## config.mk

```make
export PLATFORM = sky130hd
export DESIGN_NAME = seq_dbg_cmd_ctrl_flat
export DESIGN_NICKNAME = d
export VERILOG_FILES = /design/src/rtl/seq_dbg_cmd_ctrl_if.sv /design/src/rtl/seq_dbg_cmd_ctrl.sv /design/src/flat_wrapper.sv
export SDC_FILE = /design/constraint.sdc
export NUM_CORES = 1
export LEC_CHECK = 0
export CAP_MARGIN = 20
export CORE_MARGIN = 4
export CORE_UTILIZATION = 50
export CTS_CLUSTER_SIZE = 28
export DETAILED_ROUTE_END_ITERATION = 10
export GPL_TIMING_DRIVEN = 1
export PLACE_DENSITY = 0.95
export SYNTH_ARGS = -nofsm -noshare
export SYNTH_HDL_FRONTEND = slang
export SYNTH_SLANG_ARGS = --single-unit
```

## constraint.sdc

```tcl
create_clock -name clk -period 4.33 [get_ports clk]
set_clock_uncertainty 0.05 [all_clocks]
set_input_delay 0.866 -clock clk [delete_from_list [all_inputs] [get_ports clk]]
set_output_delay 0.866 -clock clk [all_outputs]
set_load 0.01 [all_outputs]
```

## src/rtl/seq_dbg_cmd_ctrl_if.sv

```systemverilog
// seq_dbg_cmd_ctrl_if: Avalon-MM bus between the debug command controller and the sequencer slave port.
//   address       master->slave  byte address
//   read/write    master->slave  access strobes (never both high)
//   writedata     master->slave  write data
//   readdata      slave->master  read data, qualified by readdatavalid
//   readdatavalid slave->master  read data strobe
//   waitrequest   slave->master  stall; master holds strobe/address/data while high
interface seq_dbg_cmd_ctrl_if;
    logic [31:0] address;
    logic        read;
    logic        write;
    logic [31:0] writedata;
    logic [31:0] readdata;
    logic        readdatavalid;
    logic        waitrequest;
    modport master (output address, read, write, writedata, input readdata, readdatavalid, waitrequest);
    modport slave  (input address, read, write, writedata, output readdata, readdatavalid, waitrequest);
endinterface

```

## src/rtl/seq_dbg_cmd_ctrl.sv

```systemverilog
// seq_dbg_cmd_ctrl: drives the sequencer debug command mailbox (params, command, status polling) for one requester.
//   clk, reset            clock, synchronous active-high reset
//   cmd_valid/cmd_ready   command handshake; cmd_ready high only when idle
//   cmd_code              value written to REQ_CMD
//   cmd_nparams           parameter word count, clamped to NUM_PARAMS
//   cmd_params            parameter words, word i at [32i+31:32i]
//   resp_valid/resp_ready response handshake; response held until accepted
//   resp_status           last CMD_STATUS value read
//   resp_error            status matched STATUS_ERR
//   resp_timeout          POLL_TIMEOUT status reads without done/error
//   resp_result           CMD_PARAMS+0 read back after done (SEQ_DBG_RESULT_READBACK_EN), else 0
//   busy                  controller not idle
//   avl                   Avalon-MM master port
// Define SEQ_DBG_RESULT_READBACK_EN to read CMD_PARAMS+0 back into resp_result after a successful command.
module seq_dbg_cmd_ctrl #(
    parameter logic [31:0] CMD_BASE     = 32'h0001_53BC,
    parameter int          NUM_PARAMS   = 4,
    parameter logic [31:0] STATUS_DONE  = 32'h0000_0001,
    parameter logic [31:0] STATUS_ERR   = 32'h0000_0002,
    parameter int          POLL_GAP     = 8,
    parameter int          POLL_TIMEOUT = 1024
) (
    input  logic                      clk,
    input  logic                      reset,
    input  logic                      cmd_valid,
    output logic                      cmd_ready,
    input  logic [31:0]               cmd_code,
    input  logic [3:0]                cmd_nparams,
    input  logic [32*NUM_PARAMS-1:0]  cmd_params,
    output logic                      resp_valid,
    input  logic                      resp_ready,
    output logic [31:0]               resp_status,
    output logic                      resp_error,
    output logic                      resp_timeout,
    output logic [31:0]               resp_result,
    output logic                      busy,
    seq_dbg_cmd_ctrl_if.master        avl
);
    localparam int IW = NUM_PARAMS > 1 ? $clog2(NUM_PARAMS) : 1;
    localparam int PW = $clog2(POLL_TIMEOUT + 1);
    localparam logic [3:0] S_IDLE      = 4'd0;
    localparam logic [3:0] S_WR_PARAM  = 4'd1;
    localparam logic [3:0] S_WR_CMD    = 4'd2;
    localparam logic [3:0] S_POLL_RD   = 4'd3;
    localparam logic [3:0] S_POLL_WAIT = 4'd4;
    localparam logic [3:0] S_GAP       = 4'd5;
    localparam logic [3:0] S_RSP       = 4'd6;
`ifdef SEQ_DBG_RESULT_READBACK_EN
    localparam logic [3:0] S_DONE_RD   = 4'd7;
    localparam logic [3:0] S_DONE_WT   = 4'd8;
    localparam logic [3:0] S_ON_DONE   = S_DONE_RD;
    logic [31:0] res_q;
`else
    localparam logic [3:0] S_ON_DONE   = S_RSP;
`endif

    logic [3:0]              state;
    logic [31:0]             code;
    logic [3:0]              np;
    logic [32*NUM_PARAMS-1:0] prm;
    logic [3:0]              idx;
    logic [PW-1:0]           poll_cnt;
    logic [PW-1:0]           poll_nxt;
    logic [7:0]              gap_cnt;
    logic [3:0]              np_c;
    logic [31:0]             rd;

    assign np_c     = cmd_nparams > 4'(NUM_PARAMS) ? 4'(NUM_PARAMS) : cmd_nparams;
    assign poll_nxt = poll_cnt + PW'(1);
    assign rd       = avl.readdata;

    always_ff @(posedge clk) begin
        if (reset) begin
            state        <= S_IDLE;
            code         <= '0;
            np           <= '0;
            prm          <= '0;
            idx          <= '0;
            poll_cnt     <= '0;
            gap_cnt      <= '0;
            resp_status  <= '0;
            resp_error   <= 1'b0;
            resp_timeout <= 1'b0;
`ifdef SEQ_DBG_RESULT_READBACK_EN
            res_q        <= '0;
`endif
        end else begin
            case (state)
                S_IDLE: if (cmd_valid) begin
                    code  <= cmd_code;
                    np    <= np_c;
                    prm   <= cmd_params;
                    idx   <= '0;
                    state <= np_c == 4'd0 ? S_WR_CMD : S_WR_PARAM;
                end
                S_WR_PARAM: if (!avl.waitrequest) begin
                    idx <= idx + 4'd1;
                    if (idx == np - 4'd1) state <= S_WR_CMD;
                end
                S_WR_CMD: if (!avl.waitrequest) begin
                    poll_cnt <= '0;
                    state    <= S_POLL_RD;
                end
                S_POLL_RD: if (!avl.waitrequest) state <= S_POLL_WAIT;
                // done and error take priority over timeout on the final permitted poll
                S_POLL_WAIT: if (avl.readdatavalid) begin
                    resp_status <= rd;
                    poll_cnt    <= poll_nxt;
                    if (rd == STATUS_DONE) state <= S_ON_DONE;
                    else if (rd == STATUS_ERR) begin
                        resp_error <= 1'b1;
                        state      <= S_RSP;
                    end else if (poll_nxt == PW'(POLL_TIMEOUT)) begin
                        resp_timeout <= 1'b1;
                        state        <= S_RSP;
                    end else begin
                        gap_cnt <= 8'(POLL_GAP - 1);
                        state   <= POLL_GAP == 0 ? S_POLL_RD : S_GAP;
                    end
                end
                S_GAP: begin
                    gap_cnt <= gap_cnt - 8'd1;
                    if (gap_cnt == 8'd0) state <= S_POLL_RD;
                end
`ifdef SEQ_DBG_RESULT_READBACK_EN
                S_DONE_RD: if (!avl.waitrequest) state <= S_DONE_WT;
                S_DONE_WT: if (avl.readdatavalid) begin
                    res_q <= rd;
                    state <= S_RSP;
                end
`endif
                S_RSP: if (resp_ready) begin
                    resp_error   <= 1'b0;
                    resp_timeout <= 1'b0;
`ifdef SEQ_DBG_RESULT_READBACK_EN
                    res_q        <= '0;
`endif
                    state        <= S_IDLE;
                end
                default: state <= S_IDLE;
            endcase
        end
    end

    // bus outputs decode straight from registered state, so they hold while stalled and drop on reset
    assign cmd_ready  = state == S_IDLE;
    assign busy       = state != S_IDLE;
    assign resp_valid = state == S_RSP;
    assign avl.write  = state == S_WR_PARAM || state == S_WR_CMD;
`ifdef SEQ_DBG_RESULT_READBACK_EN
    assign resp_result = res_q;
    assign avl.read    = state == S_POLL_RD || state == S_DONE_RD;
    assign avl.address = state == S_WR_PARAM ? CMD_BASE + 32'd8 + 32'({idx, 2'b00}) :
                         state == S_WR_CMD   ? CMD_BASE :
                         state == S_POLL_RD  ? CMD_BASE + 32'd4 :
                         state == S_DONE_RD  ? CMD_BASE + 32'd8 : '0;
`else
    assign resp_result = '0;
    assign avl.read    = state == S_POLL_RD;
    assign avl.address = state == S_WR_PARAM ? CMD_BASE + 32'd8 + 32'({idx, 2'b00}) :
                         state == S_WR_CMD   ? CMD_BASE :
                         state == S_POLL_RD  ? CMD_BASE + 32'd4 : '0;
`endif
    assign avl.writedata = state == S_WR_PARAM ? prm[{idx[IW-1:0], 5'b00000} +: 32] :
                           state == S_WR_CMD   ? code : '0;
endmodule

```

## src/flat_wrapper.sv

```systemverilog
// flat-port wrapper written by rule: the top's interface ports become plain ports
module seq_dbg_cmd_ctrl_flat 
#(
    parameter logic [31:0] CMD_BASE     = 32'h0001_53BC,
    parameter int          NUM_PARAMS   = 4,
    parameter logic [31:0] STATUS_DONE  = 32'h0000_0001,
    parameter logic [31:0] STATUS_ERR   = 32'h0000_0002,
    parameter int          POLL_GAP     = 8,
    parameter int          POLL_TIMEOUT = 1024
)
  (clk, reset, cmd_valid, cmd_ready, cmd_code, cmd_nparams, cmd_params, resp_valid, resp_ready, resp_status, resp_error, resp_timeout, resp_result, busy, avl_address, avl_read, avl_write, avl_writedata, avl_readdata, avl_readdatavalid, avl_waitrequest);
  seq_dbg_cmd_ctrl_if avl_i ();
  input  logic clk;
  input  logic reset;
  input  logic cmd_valid;
  output logic cmd_ready;
  input  logic [31:0] cmd_code;
  input  logic [3:0] cmd_nparams;
  input  logic [32*NUM_PARAMS-1:0] cmd_params;
  output logic resp_valid;
  input  logic resp_ready;
  output logic [31:0] resp_status;
  output logic resp_error;
  output logic resp_timeout;
  output logic [31:0] resp_result;
  output logic busy;
  output wire logic [$bits(avl_i.address)-1:0] avl_address;
  output wire logic [$bits(avl_i.read)-1:0] avl_read;
  output wire logic [$bits(avl_i.write)-1:0] avl_write;
  output wire logic [$bits(avl_i.writedata)-1:0] avl_writedata;
  input wire logic [$bits(avl_i.readdata)-1:0] avl_readdata;
  input wire logic [$bits(avl_i.readdatavalid)-1:0] avl_readdatavalid;
  input wire logic [$bits(avl_i.waitrequest)-1:0] avl_waitrequest;
  assign avl_address = avl_i.address;
  assign avl_read = avl_i.read;
  assign avl_write = avl_i.write;
  assign avl_writedata = avl_i.writedata;
  assign avl_i.readdata = avl_readdata;
  assign avl_i.readdatavalid = avl_readdatavalid;
  assign avl_i.waitrequest = avl_waitrequest;
  seq_dbg_cmd_ctrl #(.CMD_BASE(CMD_BASE), .NUM_PARAMS(NUM_PARAMS), .STATUS_DONE(STATUS_DONE), .STATUS_ERR(STATUS_ERR), .POLL_GAP(POLL_GAP), .POLL_TIMEOUT(POLL_TIMEOUT)) u_core (.clk(clk), .reset(reset), .cmd_valid(cmd_valid), .cmd_ready(cmd_ready), .cmd_code(cmd_code), .cmd_nparams(cmd_nparams), .cmd_params(cmd_params), .resp_valid(resp_valid), .resp_ready(resp_ready), .resp_status(resp_status), .resp_error(resp_error), .resp_timeout(resp_timeout), .resp_result(resp_result), .busy(busy), .avl(avl_i));
endmodule
```

* Word level (Yosys, flattened, before mapping) *
Index checks and enable logic that the tools add are counted.

operators by class
  add/subtract/negate cells = 5
  order comparisons = 1
  equal/unequal tests = 23
  shifts and indexed selects = 1
  mux-type cells = 40
  reductions and logical operators = 17

operators with widths
  kind                     number
  $mux W32                 4
  $shiftx A128 B8 Y32      1
  $mux W4                  13
  $eq A32 B1 Y1 const B    1
  $eq A32 B2 Y1 const B    1
  $mux W8                  4
  $pmux W4 S7              1
  $mux W11                 2
  $pmux W11 S2             1
  $add A17 B6 Y18 const A  1
  $mux W17                 1
  $ne A2 B2 Y1 const B     8
  $pmux W8 S2              1
  $eq A4 B3 Y1 const B     3
  $add A11 B1 Y11 const B  1
  $eq A11 B11 Y1 const B   1
  $ne A2 B1 Y1 const B     5
  $reduce_and A5 Y1        2
  $eq A4 B2 Y1 const B     2
  $logic_not A4 Y1         2
  $logic_not A8 Y1         1
  $mux W1                  8
  $pmux W4 S2              1
  $reduce_and A8 Y1        1
  14 further kinds         21

storage, ports and cells
  bits in registers = 225
  output and inout port bits = 135

* Depth between registers and ports, before layout *
  depth after elaboration = 7
  depth in mapped cells = 8
  mapped depth without buffers = 7

* Worst setup path before layout *
OpenSTA, ideal clock, no wires.

  path kind = register -> output
  start point = reg u_core.idx[0]
  end point = out avl_writedata[25]
  arrival = 1.769 ns
  data required time = 3.414 ns
  setup slack = 1.645 ns
  cell stages (with the launch flop) = 5
  path buffers = 2
  cells stage by stage = dfxtp_1 -> buf_2 -> buf_1 -> mux4_2 -> a22o_1

on the way
  longest elaborated chain between the ends = 2

RTL lines
  element                   RTL line                 source
  start: declaration        seq_dbg_cmd_ctrl.sv:61   logic [3:0] idx;
  start signal: assignment  seq_dbg_cmd_ctrl.sv:97   idx <= idx + 4'd1;
  $shiftx A128 B8 Y32       seq_dbg_cmd_ctrl.sv:164  assign avl.writedata = state == S_WR_PARAM ? prm[{idx[IW-1:0], 5'b00000} +: 32] :
  $mux W32                  seq_dbg_cmd_ctrl.sv:164
  end: declaration          flat_wrapper.sv:30       output wire logic [$bits(avl_i.writedata)-1:0] avl_writedata;

No other way between the ends.

* Final worst setup path *
  start point = reg u_core.state[0]
  end point = out avl_writedata[8]

on the way
  longest elaborated chain between the ends = 3

RTL lines
  element                   RTL line                 source
  start: declaration        seq_dbg_cmd_ctrl.sv:57   logic [3:0] state;
  start signal: assignment  seq_dbg_cmd_ctrl.sv:94   state <= np_c == 4'd0 ? S_WR_CMD : S_WR_PARAM;
  start signal: assignment  seq_dbg_cmd_ctrl.sv:118  state <= POLL_GAP == 0 ? S_POLL_RD : S_GAP;
  $eq A4 B2 Y1              seq_dbg_cmd_ctrl.sv:165  state == S_WR_CMD ? code : '0;
  $mux W32                  seq_dbg_cmd_ctrl.sv:165
  $mux W32 (*)              seq_dbg_cmd_ctrl.sv:164

Mark *: on every way between the ends. The rest lies on a longest branch, timed or not.

==> metrics.cfg <==
[place]
dp_slack_ps=847.8
io_buffers=284
dp.cells=1701
place.gp.congestion=0.9128
dp_hpwl_um=20780
placed_area_um2=12820

[finish]
fin_area_um2=13610
syn2layout_area_growth_pct=35.29
final_cell_count_no_fill=1740
diodes=0
fin_nets=1669
drive_gt1_frac=0.06712

[synthesis]
synthTopCellsByCount=nand2_1 (405), dfxtp_1 (224), a21oi_1 (210)
syn_avg_cell_area_um2=8.137
synth_area_leader_cell=dfxtp_1
ys_seq_elements=224
async_flop_share=0
synth_edf_count=0
ys_types=57
synthTopCellsByArea=dfxtp_1 (45%), nand2_1 (15%), a21oi_1 (10%)
synth_most_common_cell=nand2_1
yosysTopAreaCellShare=0.4459
seq_area_frac_synth=0.4459
postSynthCellCount=1236
yosys_warnings=0
synth_ff_type=dfxtp_1
syn_area_um2=10060

[routing]
via_count=9665
viasPerCell=5.555
post-route-drc-count=0
drtIter0Drc=642
drtAntennaViolNets=0
wl_um=30830
post_drt_wl_per_cell_um=17.72
drt_first_pass_iters=5

[sta]
hold_viol_final=0
period_minus_slack_ps=4057
finalSetupViolCount=0
fin_ws_ps=272.8
holdWs_ps=403.9
tightest_slew_ps=934.5
setup_tns_ps=0
rsz0062_at_grt=false
timing.final.crit_share=0.9370
relSlewSlack=0.3756
slew_viol_final=0
max_freq_mhz=246.5

[clock_network]
tritoncts=yes
cts_hold_buf=0
cts_resized=0
post_cts_buffers=0
numCtsBuffers=23
path_clk_slew_ps=60
clock-sinks=224
htree_levels=1
cts_buffer_depth=3
clk_latency_ps=490
cts-root-buf=clkbuf_16

[critical_path]
reg2reg_depth=5
r2r_slack_ps=1430
r2r_start=u_core.state[2]
endpoint=avl_writedata[8]
r2r-end=u_core.prm[110]
start_kind=flop
startpoint=u_core.state[0]
worst_ep_required_time_ps=3410
crit_type=reg2out
cp_max_fo=27
crit_path_top_delay_cell=nor2_4
end_kind=primary output
critPathMaxStageDelay_ps=750
arrival_ps=3140
worstPathCellList=nand2b_1, nor2_4, buf_4, a22o_1, clkdlybuf4s50_1

[global_route]
grt_max_degree=121
grt_overflow=0
grt.total_usage=0.2601
grt_pass1_vias=9330
antenna_found_initial=0
grt_pass1_wl_um=47460

[floorplanning]
core_um2=19650
die_y_um=149.8
initial_core_util=0.5117
rows=51
die_w_um=149.8
io-pin-count=337
die-area_um2=22450

[min_path]
holdCritPathClass=reg2reg

[power_and_ir_drop]
ir_drop_mv=0.2956
powerDensity_nw_per_um2=497.8
p_leak_nw=4.962

[run]
maxCapViolations=0

[status]
status=complete, no violations

stage by stage:
| stage | total power [W] | util |
|---|---|---|
| after floorplan | 0.003911 | - |
| after global placement | 0.004637 | 0.6523 |
| after detailed placement | 0.004723 | 0.6523 |
| after CTS | 0.006785 | 0.6923 |
| after global routing | 0.007097 | 0.6923 |
| final | 0.006773 | 0.6923 |
where the power goes:
group	total, W	internal, W	switching [W]	leakage, nW
registers	0.00259	0.00236	0.000227	1.83
logic	0.00213	0.000926	0.00121	2.74
clock network	0.00205	0.00127	0.000784	0.389
total	0.00677	0.00456	0.00222	4.96
worst min-delay path by stage:
stage / start / end / slack (ps) / cells past startpoint
2_1_floorplan: u_core.prm[64] / u_core.prm[64] / 380 / 2
4_1_cts: u_core.prm[53] / u_core.prm[53] / 400 / 2
3_5_place_dp: u_core.prm[73] / u_core.prm[73] / 390 / 2
3_3_place_gp: u_core.prm[66] / u_core.prm[66] / 390 / 2
6_report: u_core.prm[8] / u_core.prm[8] / 400 / 2
5_1_grt: u_core.prm[20] / u_core.prm[20] / 420 / 2
placed cells by master, fill, tap and decap left out, types with 2 or more instances in the layout:
master / n
nand2_1: 404
clkdlybuf4s50_1: 283
dfxtp_1: 222
a21oi_1: 210
conb_1: 52
nor2_1: 36
mux4_2: 32
a22o_1: 32
clkbuf_16: 23
nor3_1: 19
o21ai_0: 14
nor4_1: 14
buf_4: 11
inv_1: 9
xnor2_1: 9
clkbuf_8: 7
nand4_1: 6
nand3_1: 6
ha_1: 6
a22oi_1: 5
a31oi_1: 4
xor2_1: 4
clkbuf_1: 4
and2_1: 3
nand3b_1: 3
nor4b_1: 3
o31a_1: 3
nor3b_1: 3
bufinv_16: 3
buf_12: 3
and3_1: 2
a211oi_1: 2
or3b_2: 2
or3_1: 2
clkinv_2: 2
dfxtp_2: 2
area by class of cell:
type	count	area (um2)
multi-input cells	905	4981
clock buffers	34	686.9
fillers	1438	6047
clock inverters	5	100.1
repair buffers	298	2987
flip-flops and latches	224	4487
inverters	9	33.78
well taps	265	331.6
layer usage:
layer | vias up | routed length [um] | part of all wire | global-route usage
met2 | 482 | 15390 | 0.50 | 0.4499
li1 | 4542 | - | - | -
met5 | - | 0 | 0 | 0
met3 | 91 | 2925 | 0.095 | 0.06239
met4 | 0 | 1275 | 0.041 | 0.1075
met1 | 4550 | 11240 | 0.36 | 0.3102
critical path, delay by kind of cell, from the launching register on:
| family | cells | cell delay, ps |
|---|---|---|
| compound gates | 1 | 150 |
| flops | 1 | 710 |
| buf+inv | 2 | 810 |
| simple gates | 2 | 980 |
flip-flops by register name, summed over array words and instances, names as in the netlist:
register	cells
u_core.state	3
u_core.code	32
u_core.resp_timeout	1
u_core.poll_cnt	11
u_core.resp_error	1
u_core.gap_cnt	8
u_core.np	4
u_core.idx	4
u_core.prm	128
u_core.resp_status	32
kinds of logic (layout without fill, tap and decap cells):
family / Yosys count / after routing / share of synthesized area
adders and majority gates: 6 / 6 / 0.007464
other: 1 / 52 / 0.0003729
and+or+nand+nor: 517 / 517 / 0.2155
DFF: 224 / 224 / 0.4459
xor gates and xnor gates: 14 / 14 / 0.01356
buffers and inverters: 158 / 346 / 0.08211
muxes: 33 / 33 / 0.07265
AOI/OAI and AO/OA: 283 / 283 / 0.1625
No activity file was read; power rests on OpenSTA's default activity.
